`src/rtl/booth_r4_mult_param_if.sv`:
```
// Operand/result bus for the radix-4 Booth multiplier: start/mode/operand in,
// busy/done/product out.
interface booth_r4_mult_param_if #(
    parameter int WIDTH = 8
);
    logic                   start;
    logic                   signed_mode;
    logic [WIDTH-1:0]       inbus;
    logic                   busy;
    logic                   done;
    logic [2*WIDTH-1:0]     product;

    modport master (
        output start, signed_mode, inbus,
        input  busy, done, product
    );

    modport slave (
        input  start, signed_mode, inbus,
        output busy, done, product
    );
endinterface

```
`src/rtl/booth_r4_mult_param.sv`:
```
// Radix-4 Booth multiplier: multiplicand then multiplier over a shared bus,
// signed or unsigned operands, fixed latency, full 2*WIDTH-bit product.
//
// state  | meaning
// IDLE   | waiting for start; multiplicand captured on the accepting edge
// LOAD_Q | capture multiplier, clear accumulator and step counter
// CALC   | one Booth digit per cycle; last step loads product and pulses done
module booth_r4_mult_param #(
    parameter int WIDTH = 8
) (
    input  logic                  clk,
    input  logic                  reset,
    booth_r4_mult_param_if.slave  bus
);
    localparam int N    = WIDTH + 2;
    localparam int ITER = N / 2;
    localparam int CW   = $clog2(ITER + 1);

    generate
        if ((WIDTH % 2) != 0 || WIDTH < 4) begin : g_bad_width
            $error("booth_r4_mult_param: WIDTH must be even and >= 4");
        end
    endgenerate

    typedef enum logic [1:0] {IDLE, LOAD_Q, CALC} state_t;

    state_t                 state_q, state_d;
    logic [N-1:0]           m_q, m_d;
    logic [N-1:0]           q_q, q_d;
    logic                   qm1_q, qm1_d;
    logic [N:0]             a_q, a_d;
    logic [CW-1:0]          cnt_q, cnt_d;
    logic                   mode_q, mode_d;
    logic                   busy_q, busy_d;
    logic                   done_q, done_d;
    logic [2*WIDTH-1:0]     prod_q, prod_d;

    logic [N:0]             m_ext, addend, sum;
    logic [2*N+1:0]         step;
    logic                   last_step;

    // Two extra bits let unsigned operands ride the same signed datapath.
    function automatic logic [N-1:0] ext(input logic [WIDTH-1:0] x, input logic s);
        return {{2{s & x[WIDTH-1]}}, x};
    endfunction

    assign last_step = (cnt_q == CW'(ITER - 1));

    always_comb begin
        m_ext = {m_q[N-1], m_q};
        case ({q_q[1:0], qm1_q})
            3'b001, 3'b010: addend = m_ext;
            3'b011:         addend = m_ext << 1;
            3'b100:         addend = -(m_ext << 1);
            3'b101, 3'b110: addend = -m_ext;
            default:        addend = '0;
        endcase
        sum  = a_q + addend;
        step = $unsigned($signed({sum, q_q, qm1_q}) >>> 2);
    end

    always_ff @(posedge clk) begin
        if (reset) begin
            state_q <= IDLE;
            m_q     <= '0;
            q_q     <= '0;
            qm1_q   <= 1'b0;
            a_q     <= '0;
            cnt_q   <= '0;
            mode_q  <= 1'b0;
            busy_q  <= 1'b0;
            done_q  <= 1'b0;
            prod_q  <= '0;
        end else begin
            state_q <= state_d;
            m_q     <= m_d;
            q_q     <= q_d;
            qm1_q   <= qm1_d;
            a_q     <= a_d;
            cnt_q   <= cnt_d;
            mode_q  <= mode_d;
            busy_q  <= busy_d;
            done_q  <= done_d;
            prod_q  <= prod_d;
        end
    end

    always_comb begin
        state_d = state_q;
        case (state_q)
            IDLE:    if (bus.start) state_d = LOAD_Q;
            LOAD_Q:  state_d = CALC;
            CALC:    if (last_step) state_d = IDLE;
            default: state_d = IDLE;
        endcase
    end

    always_comb begin
        m_d    = m_q;
        q_d    = q_q;
        qm1_d  = qm1_q;
        a_d    = a_q;
        cnt_d  = cnt_q;
        mode_d = mode_q;
        prod_d = prod_q;
        done_d = 1'b0;
        busy_d = (state_d != IDLE);
        case (state_q)
            IDLE: begin
                if (bus.start) begin
                    m_d    = ext(bus.inbus, bus.signed_mode);
                    mode_d = bus.signed_mode;
                end
            end
            LOAD_Q: begin
                q_d   = ext(bus.inbus, mode_q);
                qm1_d = 1'b0;
                a_d   = '0;
                cnt_d = '0;
            end
            CALC: begin
                a_d   = step[2*N+1:N+1];
                q_d   = step[N:1];
                qm1_d = step[0];
                cnt_d = cnt_q + 1'b1;
                if (last_step) begin
                    prod_d = step[2*WIDTH:1];
                    done_d = 1'b1;
                end
            end
            default: ;
        endcase
    end

    assign bus.busy    = busy_q;
    assign bus.done    = done_q;
    assign bus.product = prod_q;
endmodule

```
`src/flat_wrapper.sv`:
```
// flat-port wrapper written by rule: the top's interface ports become plain ports
module booth_r4_mult_param_flat 
#(
    parameter int WIDTH = 8
)
  (clk, reset, bus_start, bus_signed_mode, bus_inbus, bus_busy, bus_done, bus_product);
  booth_r4_mult_param_if #(.WIDTH(WIDTH)) bus_i ();
  input  logic clk;
  input  logic reset;
  input wire logic [$bits(bus_i.start)-1:0] bus_start;
  input wire logic [$bits(bus_i.signed_mode)-1:0] bus_signed_mode;
  input wire logic [$bits(bus_i.inbus)-1:0] bus_inbus;
  output wire logic [$bits(bus_i.busy)-1:0] bus_busy;
  output wire logic [$bits(bus_i.done)-1:0] bus_done;
  output wire logic [$bits(bus_i.product)-1:0] bus_product;
  assign bus_i.start = bus_start;
  assign bus_i.signed_mode = bus_signed_mode;
  assign bus_i.inbus = bus_inbus;
  assign bus_busy = bus_i.busy;
  assign bus_done = bus_i.done;
  assign bus_product = bus_i.product;
  booth_r4_mult_param #(.WIDTH(WIDTH)) u_core (.clk(clk), .reset(reset), .bus(bus_i));
endmodule
```
`config.mk`:
```
export PLATFORM = sky130hd
export DESIGN_NAME = booth_r4_mult_param_flat
export DESIGN_NICKNAME = d
export VERILOG_FILES = /design/src/rtl/booth_r4_mult_param_if.sv /design/src/rtl/booth_r4_mult_param.sv /design/src/flat_wrapper.sv
export SDC_FILE = /design/constraint.sdc
export NUM_CORES = 1
export LEC_CHECK = 0
export BUFFER_PORTS_ARGS = -buffer_cell sky130_fd_sc_hd__buf_2
export CAP_MARGIN = 20
export CORE_AREA = 2 2 92 94
export CTS_CLUSTER_DIAMETER = 80
export DETAILED_ROUTE_END_ITERATION = 12
export DIE_AREA = 0 0 94 96
export PLACE_DENSITY_LB_ADDON = 0.12
export SLEW_MARGIN = 25
export SYNTH_ARGS = -nofsm -noshare
export SYNTH_HDL_FRONTEND = slang
export SYNTH_SLANG_ARGS = --single-unit
```
`constraint.sdc`:
```
create_clock -name clk -period 5.7 [get_ports clk]
set_input_delay 0.57 -clock clk [delete_from_list [all_inputs] [get_ports clk]]
set_output_delay 0.57 -clock clk [all_outputs]
set_load 0.01 [all_outputs]
```
; ---- Yosys cells after proc, flatten, opt, wreduce, memory -nomap -nowiden
; Index checks and enable logic that the tools add are counted.
[word_totals]
reg_bits = 55
inputBits = 12
elab_cells = 43
[classes]
n_addsub = 4
n_eq_ne = 9
muxes = 9
bitwise_logic = 3
n_reduce_logical = 8
[ops]
columns = op, n
row1 = one-hot mux 11 bit (4 select lines), 1
row2 = negator 11 bit, 2
row3 = one-hot mux 11 bit (2 select lines), 1
row4 = one-hot mux 10 bit (2 select lines), 1
row5 = "== test 3 bit, second input constant", 4
row6 = adder 11 bit, 1
row7 = "== test 3 x 2 -> 1 bit, second input constant", 2
row8 = one-hot mux 2 bit (3 select lines), 1
row9 = one-hot mux 3 bit (2 select lines), 1
row10 = OR reduction 2 bit, 3
row11 = two-way mux 2 bit, 2
row12 = AND reduction 2 bit, 2
row13 = nonzero test 2 bit, 2
row14 = "adder 3 x 1 -> 3 bit, second input constant", 1
row15 = "== test 3 x 1 -> 1 bit, second input constant", 1
row16 = AND 1 bit, 2
row17 = "== test 2 x 1 -> 1 bit, second input constant", 1
row18 = "== test 2 bit, second input constant", 1
row19 = logical NOT 2 bit, 1
row20 = one-hot mux 1 bit (2 select lines), 1
row21 = two-way mux 1 bit, 1
row22 = NOT 1 bit, 1

; ---- Longest topological paths before layout
; Gate-level depths: netlist of the first run.
[depth]
ltp_word = 5
ltp_mapped = 15
ltp_nobuf = 15

; ---- Least setup slack after synthesis of the first run
; OpenSTA, ideal clock, no wires.
[synth_path]
kind = flip-flop to flip-flop
from = register u_core.m_q[2]
to = register u_core.a_q[9]
arrival_ps = 3131
t_required_ps = 5580
setup_slack_ps = 2450
stages_incl_launch_ff = 14
n_path_buf = 1
period_less_slack_ps = 3250
path_cell_list = dfxtp_1 buf_6 or4_4 nor2_2 xor2_2 a21oi_1 mux4_2 ha_1 nand3_1 o22ai_1 a41oi_1 and3_1 o211a_1 a211o_1
[synth_between]
elab_chain_len = 4
elab_cells_between_ends = 5
classes_between = add/sub: 3 / mux: 2
[synth_rtl]
columns = element, line_no
row1 = start: declaration, booth_r4_mult_param.sv:28  ; logic [N-1:0] m_q, m_d;
row2 = start signal: assignment, booth_r4_mult_param.sv:76  ; m_q <= m_d;
row3 = negator 11 bit (on tied branches), "booth_r4_mult_param.sv:55, booth_r4_mult_param.sv:54"
row4 = one-hot mux 11 bit (4 select lines) *, booth_r4_mult_param.sv:51  ; case ({q_q[1:0], qm1_q})
row5 = adder 11 bit *, booth_r4_mult_param.sv:58  ; sum = a_q + addend;
row6 = one-hot mux 11 bit (2 select lines) *, booth_r4_mult_param.sv:108  ; case (state_q)
row7 = end signal: assignment, booth_r4_mult_param.sv:68  ; a_q <= '0;
row8 = end signal: assignment, booth_r4_mult_param.sv:79  ; a_q <= a_d;
row9 = end: declaration, booth_r4_mult_param.sv:31  ; logic [N:0] a_q, a_d;
; Every way passes the cells marked *; elsewhere a longest branch is shown, timed or not.
; A chain may end at the register's enable or synchronous reset.

; ---- Worst setup path in the final report of the first run
[layout_path]
from = register u_core.m_q[0]
to = register u_core.a_q[9]
; Same word-level chain as after synthesis.

==> results of run 1 <==
critical path: stages (launching register included):
cell      delay, ps
dfxtp_1         350
inv_1            90
ha_1            240
nor4b_2         400
nand2b_1        120
xnor2_1         200
o21ai_0         110
mux4_2          470
ha_1            400
nand3_1         100
a32oi_1         200
a41oi_1          80
and3_1          190
o211a_1         220
a211o_1         260
path summary, 6_finish.rpt:
kind	startpoint	end	slack (ps)	cells after the start
min	u_core.bus.product[7]$_SDFFE_PP0P_	u_core.bus.product[7]$_SDFFE_PP0P_	460	2
max reg2reg	u_core.m_q[0]$_SDFFE_PP0P_	u_core.a_q[9]$_SDFFE_PP0P_	2170	14
min reg2reg	u_core.bus.product[7]$_SDFFE_PP0P_	u_core.bus.product[7]$_SDFFE_PP0P_	460	2
max	u_core.m_q[0]$_SDFFE_PP0P_	u_core.a_q[9]$_SDFFE_PP0P_	2170	14
cell type report:
class	count	area [um2]	share of cell area, %
clock buffer	6	82.6	2.41
clock inverter	2	16.3	0.474
inverter	15	56.3	1.64
multi-input combinational	298	1910	55.6
sequential	53	1060	30.9
tap	105	131	3.83
timing repair buffer	33	175	5.10
cell usage in the layout (no fill, tap or decap), drive strengths merged, types with 2 or more instances in the layout:
cell type,netlist,final
nor3,5,5
a31oi,3,3
and3,2,2
a21oi,45,45
o21ai,13,13
nor4b,2,2
a211o,2,2
mux2,3,3
a211oi,17,17
a22o,3,3
a21o,5,5
a22oi,3,3
and2,6,6
o21a,2,2
or3,3,3
nor2b,6,6
mux4,3,3
ha,17,17
inv,15,16
o22ai,4,4
xor2,2,2
or2,2,2
xnor2,12,12
buf,9,33
nand3,11,11
o31ai,3,3
mux2i,8,8
nand2b,7,7
nor2,29,29
nand2,68,68
dfxtp,53,53
clkbuf,18,6
per-layer routing:
layer | up-vias | share of wire [%] | global-route usage (%)
li1 | 1395 | - | -
met1 | 1247 | 48 | 23.5
met2 | 25 | 49 | 28.4
met3 | 2 | 2.3 | 3.29
met4 | 0 | 0.61 | 3.26
met5 | - | 0 | 0
sequential cells by signal, indices dropped and copies added (netlist names):
signal,cells
u_core.a_q,9
u_core.bus.busy,1
u_core.bus.done,1
u_core.bus.product,16
u_core.cnt_q,3
u_core.m_q,9
u_core.mode_q,1
u_core.q_q,10
u_core.qm1_q,1
u_core.state_q,2
cells by family after synthesis:
kind of cell	after synthesis
AND/OR/NAND/NOR	143
AO/OA/AOI/OAI	109
flip-flops	53
buffers and inverters	42
adder cells (fa/ha/maj)	18
XOR/XNOR	14
multiplexers	14
power groups by stage:
stage	Clock, mW	Sequential, mW	Combinational [mW]
detailed placement	0	0.435	0.260
global placement	0	0.435	0.257
CTS	0.245	0.427	0.261
finish	0.238	0.426	0.257
global route	0.257	0.431	0.293
floorplan	0	0.415	0.223
stage by stage:
step	total power [mW]	util, %	hold slack, ps	area (um2)
2_1_floorplan	0.638	-	432	3140
3_3_place_gp	0.692	41.4	443	3330
3_5_place_dp	0.695	41.4	443	3330
4_1_cts	0.933	42.6	458	3430
5_1_grt	0.981	42.6	486	3430
6_report	0.921	42.6	456	3430
Yosys cell counts (8+ instances only):
| master | instances | area [um2] |
|---|---|---|
| a21oi_1 | 45 | 225 |
| o21ai_0 | 12 | 60.1 |
| dfxtp_1 | 53 | 1060 |
| inv_1 | 15 | 56.3 |
| nor2_1 | 27 | 101 |
| clkbuf_1 | 18 | 67.6 |
| mux2i_1 | 8 | 80.1 |
| nand2_1 | 68 | 255 |
| ha_1 | 17 | 213 |
| xnor2_1 | 12 | 105 |
| a211oi_1 | 17 | 128 |
| nand3_1 | 11 | 55.1 |
==> metrics.md, run 1 <==
| Metric | Value |
|---|---|
| Register area share after synthesis | `around 34%` |
| Antenna Nets Post-Route | `0` |
| WL/cell | `14.1 um` |
| Die area | `9020 um2` |
| Grt ovf | `0` |
| # nets final | `roughly 440` |
| H-Tree Depth | `2` |
| Num rows | `33` |
| Max-slew violation count | `0` |
| Worst VDD drop | `about 0.00013 V` |
| Status | `finished clean` |
| Sw frac | `between 30 and 40%` |
| Sequential power share | `between 40% and 50%` |
| RSZ-0062 raised after global routing | `false` |
| Final setup vio count | `0` |
| # Max-Cap Violations | `0` |
| # DRC | `0` |
| Antenna Cells | `0` |
| Clock buffer count from CTS | `5` |
| Async SR Flop Fraction | `0%` |
| Crit end category | `register` |
| Largest net degree at the start of global routing | `50` |
| Hold crit path type | `register to register` |
| Post-synthesis compound-gate area fraction | `about 22%` |
| Largest fanout on the critical path | `6` |
| Pre-Repair DR Iteration Count | `5` |
| Cell Area, Synth | `roughly 3100 um2` |
| Via count | `roughly 2700` |
| Cells after DPL | `between 500 and 600` |
| P_sw | `around 320 uW` |
| Post-cts hold buffer count | `0` |
| IO buf count | `29` |
| Max frequency | `~0.28 GHz` |
| Final hold viol count | `0` |
| Fin Clk Skew | `roughly 8.8 ps` |
| Final HPWL DP | `~5.3 mm` |
| Leakage power | `~1.4 nW` |
| Comb power frac | `~28%` |
| TNS Setup | `0 ps` |
| Clock insertion delay at the later pin of the skew report | `between 300 and 400 ps` |
| Routability cong. | `between 0.8 and 0.9` |
| Syn Nets | `between 400 and 500` |
| Shortest period the worst path allows | `roughly 3500 ps` |
| Clock sinks | `53` |
| Slew @ Worst Pin | `~740 ps` |
| Critical path startpoint category | `register` |
| Reg clk slew, reported paths | `between 100 and 150 ps` |
| Setup CP Type | `register to register` |
| Area growth syn-to-layout | `9.33%` |
| Vias per inst | `about 5.2` |
| Core footprint | `about 8000 um2` |
| Post-synthesis xor/xnor area fraction | `between 4 and 5%` |
| Chip Width | `between 90 and 100 um` |
| Adder-cell share of the synthesized area | `7.41%` |
| EDFF count, synth | `0` |
| Post-CTS Setup Repair Bufs | `0` |
| Initial Util | `about two fifths` |
| Total track usage | `roughly 17%` |
| Power share of the clock group | `approximately 26%` |
| PostCTS Resize Cnt | `0` |
| Ports | `30` |
| Post-synth top flop | `dfxtp_1` |
| Tcrit/Tclk final | `between 60% and 70%` |
| Final Worst Setup Slack | `between 2000 and 2500 ps` |
| Avg Inst Size Synth | `roughly 8 um2` |
| Crit path DAT | `3740 ps` |
| Global-route wire length before repair | `12.4 mm` |
| Initial drt markers | `just over 90` |
| Chip height | `96 um` |
| Post-Syn Instances | `roughly 390` |
| Synth warn | `0` |
| Yosys cell types | `between 50 and 60` |
| Vias in the first global route | `~2500` |
| Max Buffers Root-to-Sink | `2` |
| Routed wire length | `between 7 and 8 mm` |
| CTS tree | `built` |
| Register bit total from synthesis | `53` |
| Root Driver | `clkbuf_8` |
| Layout fillers | `862` |
| Internal | `between 600 and 700 uW` |
| Share of post-route cells with drive strength above 1 | `14.0%` |
| WP data required | `~5900 ps` |
| Simple-gate share of the synthesized area | `approximately a fifth` |
| Post-synthesis mux area share | `under 10%` |
| Initial antenna violation count | `0` |
| Main combinational cell family by area after synthesis | `compound AO/OA/AOI/OAI gates` |
| Post-Layout Cell Count | `a little over 500` |
| Pwr Density | `approximately 270 nW/um2` |
| Place WS | `2180 ps` |
| Slew margin rel. | `between 50% and 60%` |
(Power assumes the default switching activity.)
==> run 2: changes to the inputs <==
clock period = 3.2 ns   (was 5.7 ns; I/O delays follow)
==> metrics.md, run 2 (synthesized netlist as in run 1, its figures left out) <==
| Metric | Value |
|---|---|
| Final HPWL DP | `approximately 5.7 mm` |
| Leakage power | `1.54 nW` |
| Die area | `~9000 um2` |
| Via count | `2808` |
| Shortest period the worst path allows | `3290 ps` |
| Crit end category | `register` |
| Commonest non-fill, non-tap cell in the layout | `nand2_1` |
| Antenna Nets Post-Route | `0` |
| Worst VDD drop | `0.000226 V` |
| Crit path DAT | `around 3500 ps` |
| Pwr Density | `between 400 and 500 nW/um2` |
| WL/cell | `approximately 14 um` |
| Tcrit/Tclk final | `103%` |
| Clock buffer count from CTS | `5` |
| Max frequency | `0.304 GHz` |
| Final Worst Setup Slack | `-90.5 ps` |
| Chip Width | `roughly 94 um` |
| WP data required | `between 3000 and 4000 ps` |
| Most frequent cells in the layout | `nand2_1, dfxtp_1, a21oi_1` |
| TNS Setup | `-144 ps` |
| Post-cts hold buffer count | `0` |
| Ports | `30` |
| Slew margin rel. | `approximately 60%` |
| Clock insertion delay at the later pin of the skew report | `310 ps` |
| Clock sinks | `53` |
| Critical path startpoint category | `register` |
| Global-route wire length before repair | `12.8 mm` |
| Max-slew violation count | `0` |
| Layout fillers | `830` |
| Chip height | `96 um` |
| Share of post-route cells with drive strength above 1 | `a little under a quarter` |
| # Max-Cap Violations | `0` |
| Status | `finished with violations` |
| # DRC | `0` |
| Reg clk slew, reported paths | `~110 ps` |
| Area growth syn-to-layout | `20.0%` |
| # nets final | `around 470` |
| CTS tree | `built` |
| Vias in the first global route | `2595` |
| Routability cong. | `0.803` |
| Initial antenna violation count | `0` |
| Root Driver | `clkbuf_8` |
| Setup CP Type | `register to register` |
| Core footprint | `approximately 8100 um2` |
| Vias per inst | `5.16` |
| Hold crit path type | `primary input to register` |
| Initial drt markers | `105` |
| Routed wire length | `7.59 mm` |
| Final setup vio count | `2` |
| Slew @ Worst Pin | `594 ps` |
| Max FFs per register | `16` |
| Pre-Repair DR Iteration Count | `4` |
| Antenna Cells | `0` |
| Final hold viol count | `0` |
| Largest fanout on the critical path | `5` |
| Total track usage | `between 10% and 20%` |
| Max Buffers Root-to-Sink | `2` |
| Num rows | `33` |
| RSZ-0062 raised after global routing | `true` |
| Initial Util | `just under 40%` |
| H-Tree Depth | `2` |
| Grt ovf | `0` |
| IO buf count | `29` |
| Hold_ws | `252 ps` |
| Failing checks | `setup timing` |
| Largest net degree at the start of global routing | `31` |
| Fin Clk Skew | `7.08 ps` |
## run 2: final timing paths
check	from	end	slack, ps	cells after the start
max	u_core.m_q[0]$_SDFFE_PP0P_	u_core.a_q[9]$_SDFFE_PP0P_	-90	12
min	bus_signed_mode	u_core.mode_q$_SDFFE_PP0P_	250	3
max reg2reg	u_core.m_q[0]$_SDFFE_PP0P_	u_core.a_q[9]$_SDFFE_PP0P_	-90	12
min reg2reg	u_core.bus.product[5]$_SDFFE_PP0P_	u_core.bus.product[5]$_SDFFE_PP0P_	460	2
## run 2: what timing repair did
item / 4_1_cts / 5_1_grt
resized for setup: 1 / 13
pin swaps: 1 / 14
setup buffers: 0 / 2
hold endpoints to repair: 0 / 0
endpoints found under the setup margin: 2 / 5
## run 2: routing by layer
metal | global-route usage [%] | wire (um) | up-vias | part of all wire [%]
li1 | - | - | 1459 | -
met1 | 24.9 | 3810 | 1323 | 50
met2 | 29.1 | 3610 | 24 | 48
met3 | 2.82 | 131 | 2 | 1.7
met4 | 3.02 | 30 | 0 | 0.40
met5 | 0 | 0 | - | 0
## run 2: metrics by stage
step	power, mW	std cells	utilization, %	instance area [um2]	setup WS (ps)
2_1_floorplan	1.14	393	-	3160	-2.74
3_3_place_gp	1.32	534	44.5	3580	-39.5
3_5_place_dp	1.32	534	44.5	3580	-109
4_1_cts	1.74	542	45.8	3690	-108
5_1_grt	1.87	544	46.8	3770	-207
6_report	1.74	544	46.8	3770	-90.5
## run 2: area by class of cell
cell class	count	area, um2	area share, %
clock buffer	5	68.8	1.83
inverter	15	56.3	1.50
multi-input combinational	298	2010	53.3
timing repair buffer	65	415	11.0
sequential	53	1060	28.2
tap	105	131	3.49
clock inverter	3	25.0	0.664
## run 2: power by group
group          switching (mW)  internal (mW)  total (mW)
clock                   0.245          0.160       0.405
combinational           0.314          0.281       0.595
sequential             0.0428          0.701       0.744
## run 2: worst max-delay path, cell delays in order (launching register included)
cell and delay, ps:
dfxtp_2 330, or4_4 590, nor2_4 150, xor2_2 190, nor2_1 70, mux4_2 510, ha_4 300, nand3_2 70
o22ai_2 210, a41oi_2 150, and3_4 210, o211a_1 200, a211o_1 210
==> run 3: changes to the inputs <==
SKIP_CTS_REPAIR_TIMING = 1   (was not set)
==> metrics.md, run 3 (synthesized netlist as in run 1, its figures left out) <==
| Metric | Value |
|---|---|
| Shortest period the worst path allows | `roughly 3300 ps` |
| Crit path DAT | `3520 ps` |
| Initial drt markers | `~120` |
| Critical path startpoint category | `register` |
| IO buf count | `29` |
| Status | `finished with violations` |
| Antenna Cells | `0` |
| Num rows | `33` |
| Vias in the first global route | `between 2000 and 3000` |
| Fin Clk Skew | `approximately 11 ps` |
| Hold_ws | `roughly 250 ps` |
| Area growth syn-to-layout | `19.5%` |
| Max FFs per register | `16` |
| Via count | `~2800` |
| Global-route wire length before repair | `between 10 and 15 mm` |
| Chip height | `between 90 and 100 um` |
| Final HPWL DP | `between 5 and 6 mm` |
| Tcrit/Tclk final | `103%` |
| CP max stage delay | `just under 600 ps` |
| Share of post-route cells with drive strength above 1 | `a little under a quarter` |
| Largest fanout on the critical path | `5` |
| CTS tree | `built` |
| CP Capture Point | `u_core.a_q[9]$_SDFFE_PP0P_` |
| CP Buf/Inv Count | `0` |
| # DRC | `0` |
| Max frequency | `about 0.3 GHz` |
| Sequential power share | `between 40 and 50%` |
| Slew margin rel. | `60.1%` |
| R2r startpoint | `u_core.m_q[3]$_SDFFE_PP0P_` |
| Die area | `around 9000 um2` |
| Core footprint | `about 8100 um2` |
| Hold crit path type | `primary input to register` |
| Grt ovf | `0` |
| WL/cell | `roughly 14 um` |
| Final hold viol count | `0` |
| Root Driver | `clkbuf_8` |
| Most frequent cells in the layout | `nand2_1, dfxtp_1, a21oi_1` |
| Routability cong. | `0.803` |
| Clock sinks | `53` |
| Slew @ Worst Pin | `slightly below 600 ps` |
| Leakage power | `between 1.5 and 2 nW` |
| Failing checks | `setup timing` |
| Max-slew violation count | `0` |
| Power share of the clock group | `a little under a quarter` |
| Setup CP Type | `register to register` |
| Post-Layout Cell Count | `approximately 540` |
| Initial Util | `between 30% and 40%` |
| Cell type group with the largest total delay on the critical path | `simple AND/OR/NAND/NOR gates` |
| Vias per inst | `5.16` |
| Setup crit start | `u_core.m_q[3]$_SDFFE_PP0P_` |
| Final Worst Setup Slack | `-111 ps` |
| TNS Setup | `-180 ps` |
| R2R Path End | `u_core.a_q[9]$_SDFFE_PP0P_` |
| Clock buffer count from CTS | `5` |
| Reg clk slew, reported paths | `~110 ps` |
| Largest net degree at the start of global routing | `31` |
| Chip Width | `between 90 and 100 um` |
| Slowest-stage cell, CP | `or4_4` |
| Max Buffers Root-to-Sink | `2` |
| Ports | `30` |
| Internal | `1.14 mW` |
| Sw frac | `between 30 and 40%` |
| Reg2reg path depth | `12` |
| P_sw | `roughly 600 uW` |
| Cells after DPL | `534` |
| Final setup vio count | `2` |
| Overall Power | `between 1.5 and 2 mW` |
| H-Tree Depth | `2` |
| # nets final | `about 470` |
| Initial antenna violation count | `0` |
| WP data required | `roughly 3400 ps` |
| # Max-Cap Violations | `0` |
| Total track usage | `about 18%` |
| RSZ-0062 raised after global routing | `true` |
| Pre-Repair DR Iteration Count | `6` |
| Worst VDD drop | `~0.00022 V` |
| Commonest non-fill, non-tap cell in the layout | `nand2_1` |
| Comb power frac | `approximately a third` |
| Crit end category | `register` |
| Post-layout util | `46.6%` |
| Critical path depth in cells | `12` |
| Reg-to-reg slack, setup | `-110 ps` |
| Antenna Nets Post-Route | `0` |
| Crit path cell chain | `or4_4 -> nor2_4 -> xor2_2 -> nor2_1 -> mux4_2 -> ha_4 -> nand3_2 -> o22ai_2 -> a41oi_2 -> and3_4 -> o211a_1 -> a211o_1` |
| Clock insertion delay at the later pin of the skew report | `310 ps` |
| Pwr Density | `between 400 and 500 nW/um2` |
| Routed wire length | `7.64 mm` |
==> run 3: cell counts in the layout (fill, tap and decap cells not counted) <==
No cell type changed its count.
==> run 3: power by group through the flow <==
stage	Combinational, mW	Clock, mW	Sequential [mW]
after floorplan	0.403	0	0.739
after global placement	0.560	0	0.758
after detailed placement	0.566	0	0.759
after CTS	0.569	0.423	0.744
after global routing	0.655	0.459	0.750
final	0.591	0.406	0.744
==> run 3: stage by stage <==
step,cell area [um2],setup WS (ps)
4_1_cts,3680,-116
3_3_place_gp,3580,-39.5
2_1_floorplan,3160,-2.74
6_report,3750,-111
3_5_place_dp,3580,-109
5_1_grt,3750,-228
==> run 3: area by class of cell <==
cell class | count | area, um2
clock buffers | 5 | 68.8
flip-flops and latches | 53 | 1060
clock inverters | 3 | 25.0
fillers | 833 | 4300
inverters | 15 | 56.3
repair buffers | 65 | 415
multi-input cells | 298 | 1990
well taps | 105 | 131
==> run 3: worst min-delay path by stage <==
| stage | from | endpoint | slack [ps] | cells after the start |
|---|---|---|---|---|
| after floorplan | reset | u_core.state_q[0]$_SDFF_PP0_ | 400 | 1 |
| final | bus_signed_mode | u_core.mode_q$_SDFFE_PP0P_ | 250 | 3 |
| after global routing | bus_inbus[4] | u_core.m_q[4]$_SDFFE_PP0P_ | 250 | 3 |
| after CTS | bus_signed_mode | u_core.mode_q$_SDFFE_PP0P_ | 240 | 3 |
| after detailed placement | u_core.bus.product[8]$_SDFFE_PP0P_ | u_core.bus.product[8]$_SDFFE_PP0P_ | 450 | 2 |
| after global placement | u_core.bus.product[3]$_SDFFE_PP0P_ | u_core.bus.product[3]$_SDFFE_PP0P_ | 440 | 2 |
==> run 3: worst register-to-register path, cell delays in order (launching register included) <==
cell	delay, ps
dfxtp_2	330
or4_4	590
nor2_4	150
xor2_2	200
nor2_1	80
mux4_2	520
ha_4	300
nand3_2	70
o22ai_2	220
a41oi_2	150
and3_4	210
o211a_1	200
a211o_1	210
==> run 3: metal layers <==
| metal | global-route usage [%] | wire length, um | vias up |
|---|---|---|---|
| li1 | - | - | 1460 |
| met1 | 24.9 | 3830 | 1319 |
| met2 | 29.1 | 3620 | 27 |
| met3 | 2.82 | 156 | 2 |
| met4 | 3.02 | 30 | 0 |
| met5 | 0 | 0 | - |
